$ cat config.mk
export PLATFORM = sky130hd
export DESIGN_NAME = adc_capture_sequencer
export DESIGN_NICKNAME = d
export VERILOG_FILES = /design/src/rtl/adc_capture_sequencer.sv
export SDC_FILE = /design/constraint.sdc
export NUM_CORES = 1
export LEC_CHECK = 0
export ABC_CLOCK_PERIOD_IN_PS = 6400
export CORE_ASPECT_RATIO = 1.2
export CORE_MARGIN = 10
export CORE_UTILIZATION = 48
export DETAILED_ROUTE_END_ITERATION = 8
export PLACE_DENSITY = 0.81
export SYNTH_ARGS = -nofsm -noshare
export SYNTH_HDL_FRONTEND = slang
export SYNTH_SLANG_ARGS = --single-unit
$ cat constraint.sdc
create_clock -name i_62clk -period 6.4 [get_ports i_62clk]
set_clock_uncertainty 0.1 [all_clocks]
set_input_delay 1.28 -clock i_62clk [delete_from_list [all_inputs] [get_ports i_62clk]]
set_output_delay 1.28 -clock i_62clk [all_outputs]
set_load 0.01 [all_outputs]
$ cat src/rtl/adc_capture_sequencer.sv
// adc_capture_sequencer
//
// Sequences ADC samples into the 64-bit PIO capture RAM. After a start pulse,
// each qualified sample becomes one RAM write. Consecutive writes are spaced by
// at least (throttle+1) cycles. The capture stops after the programmed depth,
// or when the host aborts. All logic runs on the rising edge of i_62clk.
//
// Optional feature (macro ADC_CAPTURE_RING_EN):
//   Adds i_ring and o_wrapped. With i_ring=1 latched at start, the capture
//   runs as a ring buffer. It wraps to address 0 at the programmed depth and
//   continues until it is aborted.
//
// Ports:
//   i_62clk      capture clock
//   i_reset      asynchronous active-high reset
//   i_start      start pulse, honoured only when idle
//   i_abort      abort, returns to idle from any state
//   i_depth      words to capture (0 = 2^ADDR_W)
//   i_throttle   idle cycles between writes (0 = back-to-back)
//   i_adc_data   ADC sample
//   i_adc_valid  sample qualifier
//   i_ring       (ring build only) ring-buffer mode, latched at start
//   o_wrapped    (ring build only) sticky: the ring has wrapped at least once
//   o_wr_en      RAM write enable, one-cycle pulse per sample
//   o_wr_addr    RAM write address (holds the last written address)
//   o_wr_data    RAM write data, 0 outside write pulses
//   o_byteen     byte enables, all ones during write pulses
//   o_busy       capture in progress
//   o_done       sticky capture-complete flag
//   o_count      words written in the current or last capture
module adc_capture_sequencer #(
    parameter int ADDR_W = 14,
    parameter int DATA_W = 64,
    parameter int THR_W  = 5
) (
    input  logic                i_62clk,
    input  logic                i_reset,
    input  logic                i_start,
    input  logic                i_abort,
    input  logic [ADDR_W-1:0]   i_depth,
    input  logic [THR_W-1:0]    i_throttle,
    input  logic [DATA_W-1:0]   i_adc_data,
    input  logic                i_adc_valid,
`ifdef ADC_CAPTURE_RING_EN
    input  logic                i_ring,
    output logic                o_wrapped,
`endif
    output logic                o_wr_en,
    output logic [ADDR_W-1:0]   o_wr_addr,
    output logic [DATA_W-1:0]   o_wr_data,
    output logic [DATA_W/8-1:0] o_byteen,
    output logic                o_busy,
    output logic                o_done,
    output logic [ADDR_W:0]     o_count
);

    typedef enum logic [1:0] {
        IDLE  = 2'd0,
        WRITE = 2'd1,
        WAIT  = 2'd2
    } state_t;

    localparam logic [ADDR_W-1:0] ADDR_ONE  = {{(ADDR_W-1){1'b0}}, 1'b1};
    localparam logic [ADDR_W:0]   COUNT_ONE = {{ADDR_W{1'b0}}, 1'b1};
    localparam logic [THR_W-1:0]  THR_ONE   = {{(THR_W-1){1'b0}}, 1'b1};
    // A programmed depth of 0 stands for a full 2^ADDR_W word capture.
    localparam logic [ADDR_W:0]   FULL_DEPTH = {1'b1, {ADDR_W{1'b0}}};

    state_t             state;
    logic [ADDR_W-1:0]  addr;
    logic [ADDR_W:0]    depth_lat;
    logic [THR_W-1:0]   thr_lat;
    logic [THR_W-1:0]   wait_cnt;
    logic               ring_mode;

    logic [ADDR_W:0]    count_inc;
    logic [ADDR_W:0]    addr_inc;
    logic               last_word;
    logic               wrap_point;

`ifdef ADC_CAPTURE_RING_EN
    logic               ring_lat;
    assign ring_mode = ring_lat;
`else
    assign ring_mode = 1'b0;
`endif

    assign count_inc  = o_count + COUNT_ONE;
    assign addr_inc   = {1'b0, addr} + COUNT_ONE;
    // The write now being made is the last word of the programmed depth.
    assign last_word  = (count_inc == depth_lat);
    // The write now being made targets the last address of the buffer.
    assign wrap_point = (addr_inc == depth_lat);

    always_ff @(posedge i_62clk or posedge i_reset) begin
        if (i_reset) begin
            state     <= IDLE;
            addr      <= '0;
            depth_lat <= '0;
            thr_lat   <= '0;
            wait_cnt  <= '0;
            o_wr_en   <= 1'b0;
            o_wr_addr <= '0;
            o_wr_data <= '0;
            o_byteen  <= '0;
            o_busy    <= 1'b0;
            o_done    <= 1'b0;
            o_count   <= '0;
`ifdef ADC_CAPTURE_RING_EN
            ring_lat  <= 1'b0;
            o_wrapped <= 1'b0;
`endif
        end else begin
            // Write strobes are single-cycle by default.
            o_wr_en   <= 1'b0;
            o_wr_data <= '0;
            o_byteen  <= '0;

            if (i_abort) begin
                // Abort overrides everything, including a start in IDLE or a
                // write in this cycle. A ring capture holds valid data, so an
                // abort there counts as completion.
                if (state != IDLE && ring_mode) begin
                    o_done <= 1'b1;
                end
                state  <= IDLE;
                o_busy <= 1'b0;
            end else begin
                case (state)
                    IDLE: begin
                        if (i_start) begin
                            depth_lat <= (i_depth == '0) ? FULL_DEPTH : {1'b0, i_depth};
                            thr_lat   <= i_throttle;
                            addr      <= '0;
                            o_count   <= '0;
                            o_done    <= 1'b0;
                            wait_cnt  <= '0;
                            o_busy    <= 1'b1;
                            state     <= WRITE;
`ifdef ADC_CAPTURE_RING_EN
                            ring_lat  <= i_ring;
                            o_wrapped <= 1'b0;
`endif
                        end
                    end

                    WRITE: begin
                        if (i_adc_valid) begin
                            o_wr_en   <= 1'b1;
                            o_wr_data <= i_adc_data;
                            o_wr_addr <= addr;
                            o_byteen  <= '1;
                            wait_cnt  <= '0;
                            // In ring mode the address wraps at the depth.
                            // Outside ring mode the capture ends there.
                            addr      <= wrap_point ? '0 : (addr + ADDR_ONE);
                            // The count saturates at depth, which only
                            // happens in ring mode.
                            if (o_count != depth_lat) begin
                                o_count <= count_inc;
                            end
`ifdef ADC_CAPTURE_RING_EN
                            if (ring_mode && wrap_point) begin
                                o_wrapped <= 1'b1;
                            end
`endif
                            if (last_word && !ring_mode) begin
                                state  <= IDLE;
                                o_done <= 1'b1;
                                o_busy <= 1'b0;
                            end else if (thr_lat == '0) begin
                                state <= WRITE;
                            end else begin
                                state <= WAIT;
                            end
                        end
                    end

                    WAIT: begin
                        // After WAIT cycles 0..throttle-1, the next edge
                        // returns to WRITE. This gives a spacing of
                        // throttle+1 cycles.
                        wait_cnt <= wait_cnt + THR_ONE;
                        if (wait_cnt == (thr_lat - THR_ONE)) begin
                            state <= WRITE;
                        end
                    end

                    default: begin
                        state  <= IDLE;
                        o_busy <= 1'b0;
                    end
                endcase
            end
        end
    end

endmodule

After elaboration in Yosys (flattened, before gate mapping)

Index checks and enable logic that the tools add are counted.
Widths: inputs -> output; s select.

Bits in registers: 145
Bits of input ports: 88

Add/subtract/negate cells: 5
Equal/unequal tests: 15
Muxes and demuxes: 37
Bitwise operators: 1
Reduce and logical (&&, ||, !) cells: 13

Operators by type and width:

| kind                  | count |
|---|---|
| $mux 64               | 3 |
| $mux 15               | 4 |
| $mux 14               | 3 |
| $eq 15x15->1          | 2 |
| $pmux 15 s2           | 1 |
| $pmux 14 s2           | 1 |
| $mux 8                | 3 |
| $add 14x1->15 const B | 1 |
| $add 15x1->15 const B | 1 |
| $ne 15x15->1          | 1 |
| $pmux 5 s3            | 1 |
| $add 14x1->14 const B | 1 |
| $logic_not 14->1      | 1 |
| $mux 2                | 6 |
| $ne 3x3->1 const B    | 4 |
| $reduce_and 4->1      | 3 |
| $mux 1                | 10 |
| $mux 5                | 2 |
| $ne 2x2->1 const B    | 5 |
| $reduce_and 5->1      | 2 |
| $reduce_and 3->1      | 3 |
| $pmux 2 s3            | 1 |
| $add 5x1->5 const B   | 1 |
| $eq 5x5->1            | 1 |
| other kinds (10)      | 10 |

Depth between registers and ports, before layout

Word-level depth: 6
Depth in mapped cells: 10
Gate-level depth less buffers: 10

Least setup slack after synthesis

OpenSTA, ideal clock, no wires.

Kind: input -> register
From: in i_start
To: reg o_wr_addr[0]
Library setup time: 0.125 ns
Data arrival time: 2.818 ns
Data required time: 6.175 ns
Path slack: 3.357 ns
Stages on the path: 7
Cells stage by stage: nor2b_1 -> a21oi_1 -> nand2b_1 -> clkbuf_1 -> nor2_1 -> clkbuf_1 -> mux2_2

RTL lines:

| element              | line | text |
|---|---|---|
| start, declared      | 38   | `input logic i_start,` |
| end signal, assigned | 151  | `o_wr_addr <= addr;` |
| end, declared        | 49   | `output logic [ADDR_W-1:0] o_wr_addr,` |

==> impl_metrics.tcl <==
set metrics [dict create \
    synth.ff_latch_count 137 \
    filler_cell_count 985 \
    clkLatencyLatePin_ns 0.42 \
    min_delay_path_depth 1 \
    timing.critical_path.slowest_stage_cell "sky130_fd_sc_hd__buf_4" \
    ys_top_cells_by_count "137 x sky130_fd_sc_hd__dfrtp_1, 93 x sky130_fd_sc_hd__nand2_1, 68 x sky130_fd_sc_hd__and2_1, 39 x sky130_fd_sc_hd__nor2_1, 33 x sky130_fd_sc_hd__o21ai_0" \
    count_of_flip_flops_with_a_built_in_enable_after_synthesis 0 \
    globalRouteTotalUtil 0.2086 \
    worst_setup_path_category "input pin to register" \
    yosysMostFrequentCell "sky130_fd_sc_hd__dfrtp_1" \
    detail_route.wirelength_um 19490 \
    ys_seq_area_frac 0.5255 \
    post_cts_resize_count 0 \
    hpwlAfterDp_um 14620 \
    drc 0 \
    worst_ep_arrival_time_ns 4.10 \
    iteration_0_drc_markers 367 \
    gp_routability_congestion 0.9269 \
    cpLargestDelayFamily "simple AND/OR/NAND/NOR gates" \
    grt_antenna_before_repair 0 \
    largest_net_degree_at_the_start_of_global_routing 86 \
    globalRouteOverflowTotal 0 \
    maxSlewViolCount 0 \
    htree_levels 4 \
    syn-cell-area_um2 6524 \
    setup_repair_after_global_routing_missed_its_margin "no" \
    synth_ff_type "sky130_fd_sc_hd__dfrtp_1" \
    report.final.setup_viol 0 \
    routed_via_density 5.410 \
    worst_slew_pin_slew_ns 1.246 \
    hold_end "o_wr_addr[10]$_DFFE_PP0P_" \
    floorplan.initialDensity 0.4907 \
    critPathMaxStageDelay_ns 0.53 \
    start_kind "input pin" \
    synth_area_leader_cell "sky130_fd_sc_hd__dfrtp_1" \
    power_leakage_nw 3.978 \
    antenna_cells_inserted 0 \
    fp.dieArea_um2 18670 \
    finalCritPeriodShare 0.6099 \
    post_synth_inst_count 650 \
    hold_path.startpoint "o_wr_addr[10]$_DFFE_PP0P_" \
    relSlewSlack 0.1679 \
    die-width_um 126.4 \
    worst_setup_path_end_kind "register" \
    final_layout_size_suffix_gt1_frac 0.07609 \
    cts-buffers-inserted 17 \
    ant_nets 0 \
    chipHeight_um 147.7 \
    cts_max_path_buffers 2 \
    synthesis.nets 742 \
    grt_pass1_wl_um 31090 \
    num_vias 5388 \
    totalNegativeSetupSlack_ns 0 \
    placement_rows 46 \
    yosysWarningCount 0 \
    r2r_start "addr[0]$_DFFE_PP0P_" \
    cp.required_ns 6.60 \
    terminus_of_the_critical_flop_to_flop_path "addr[11]$_DFFE_PP0P_" \
    tritoncts "done" \
    min_path_type "register to register" \
    post_cts.repair.setup_buffers 0 \
    achievable-frequency_mhz 256.2 \
    floorplan.core_area_um2 13300 \
    area_growth_pct 38.47 \
    ys_types 63 \
    clock-sinks 137 \
    crit_fanout 71 \
    ios 192 \
    via_count_of_the_first_global_routing_pass 5699 \
    numPortBuffers 191 \
    r2r_slack_ns 3.30 \
    result_of_the_run "finished, final reports clean" \
    final_hold_viol_count 0 \
    worst_setup_hold_path_clk_slew_ns 0.05 \
    clock_tree.root_cell "sky130_fd_sc_hd__clkbuf_16" \
    cts_hold_buffers 0 \
    synth-async-reset-ratio 1.000 \
    drt-wirelength-per-cell_um 19.56 \
    min_cycle_time_layout_ns 3.904 \
    ir_drop_v 0.0002419 \
    timing.reg2reg.worst_path_depth 9 \
    post_synth_main_area_contributors "sky130_fd_sc_hd__dfrtp_1 53%, sky130_fd_sc_hd__and2_1 6.5%, sky130_fd_sc_hd__nand2_1 5.4%" \
    p_per_area_nw_per_um2 350.7 \
    postSynthAreaPerCell_um2 10.04 \
    dr.pass1.iters 7 \
    critical_path.cell_chain "clkdlybuf4s50_1 -> nor2b_1 -> a21oi_1 -> nand2b_1 -> nor2_4 -> buf_4 -> mux2_2" \
    crit_path_start "i_start" \
    netlist.area_leader.share 0.5255 \
    cap_viol_max_count 0 \
    critPathBufInv 2 \
    totalPowerFinal_mw 3.168 \
    final_nets 907 \
]
[worst max path at each step]
stage	cells past startpoint	end	slack, ns
floorplan	1	addr[0]$_DFFE_PP0P_	1.35
global placement	7	o_wr_addr[12]$_DFFE_PP0P_	2.17
detailed placement	7	o_count[7]$_DFFE_PP0P_	2.08
CTS	7	o_count[7]$_DFFE_PP0P_	2.51
global route	8	o_count[12]$_DFFE_PP0P_	2.21
finish	7	o_wr_addr[3]$_DFFE_PP0P_	2.50
[registers in the layout (all words and copies together) (netlist names)]
register,count
o_wr_addr,14
addr,14
depth_lat,15
thr_lat,5
o_count,15
o_done,1
o_byteen,1
state,2
o_busy,1
o_wr_data,64
wait_cnt,5
[placed cells by master, fill, tap and decap left out, types with 3 or more instances in the layout]
master / n
sky130_fd_sc_hd__a21oi_1: 17
sky130_fd_sc_hd__clkbuf_8: 3
sky130_fd_sc_hd__dfrtp_1: 137
sky130_fd_sc_hd__ha_1: 4
sky130_fd_sc_hd__o21ai_0: 33
sky130_fd_sc_hd__clkinv_4: 3
sky130_fd_sc_hd__nor3b_1: 3
sky130_fd_sc_hd__xnor2_1: 27
sky130_fd_sc_hd__nor4_1: 5
sky130_fd_sc_hd__mux2i_1: 3
sky130_fd_sc_hd__and4_1: 3
sky130_fd_sc_hd__and3_1: 4
sky130_fd_sc_hd__nand4_1: 9
sky130_fd_sc_hd__nand2_1: 93
sky130_fd_sc_hd__o21bai_1: 3
sky130_fd_sc_hd__clkbuf_16: 17
sky130_fd_sc_hd__inv_6: 4
sky130_fd_sc_hd__nor3_1: 16
sky130_fd_sc_hd__nor2b_1: 5
sky130_fd_sc_hd__o31ai_1: 8
sky130_fd_sc_hd__xor2_1: 23
sky130_fd_sc_hd__inv_1: 11
sky130_fd_sc_hd__a31oi_1: 4
sky130_fd_sc_hd__a21o_1: 3
sky130_fd_sc_hd__nand2b_1: 5
sky130_fd_sc_hd__a22o_1: 4
sky130_fd_sc_hd__nor2_1: 38
sky130_fd_sc_hd__mux2_2: 15
sky130_fd_sc_hd__clkdlybuf4s50_1: 191
sky130_fd_sc_hd__and2_1: 68
sky130_fd_sc_hd__nand4b_1: 3
sky130_fd_sc_hd__nand3_1: 19
sky130_fd_sc_hd__nand3b_1: 3
[metal layers]
| metal | GRT usage | share of wire |
|---|---|---|
| met1 | 0.2191 | 0.37 |
| met2 | 0.3516 | 0.50 |
| met3 | 0.1052 | 0.12 |
| met5 | 0 | 0 |
| met4 | 0.07412 | 0.017 |
[logic make-up after synthesis]
group / synth area share
compound gates: 0.08937
xor+xnor: 0.06962
fa+ha+maj: 0.007672
buf+inv: 0.04430
flops: 0.5255
mux: 0.03049
simple gates: 0.2330
[per-stage QoR]
| step | hold slack (ns) | util | instance area [µm²] | std cells | worst slack, ns |
|---|---|---|---|---|---|
| 2_1_floorplan | 0.3865 | - | 6524 | 650 | 1.352 |
| 3_3_place_gp | 0.3939 | 0.6338 | 8427 | 964 | 2.170 |
| 3_5_place_dp | 0.3991 | 0.6338 | 8427 | 964 | 2.080 |
| 4_1_cts | 0.4132 | 0.6795 | 9034 | 996 | 2.506 |
| 5_1_grt | 0.4262 | 0.6795 | 9034 | 996 | 2.214 |
| 6_report | 0.4085 | 0.6795 | 9034 | 996 | 2.496 |
[report_power, final]
part           total, mW  switching [mW]  internal [mW]
sequential          1.21           0.189           1.02
combinational      0.966           0.480          0.486
clock              0.992           0.381          0.611
[layout make-up]
cell class                 instances  area, µm²  area share
clock buffer                      21      470.5     0.05208
multi-input combinational        454       2814      0.3115
clock inverter                    11      136.4     0.01510
timing repair buffer             193       1927      0.2133
sequential                       137       3428      0.3795
inverter                          12      47.55    0.005263
tap                              168      210.2     0.02327
Power figures use the tool's default switching activity.
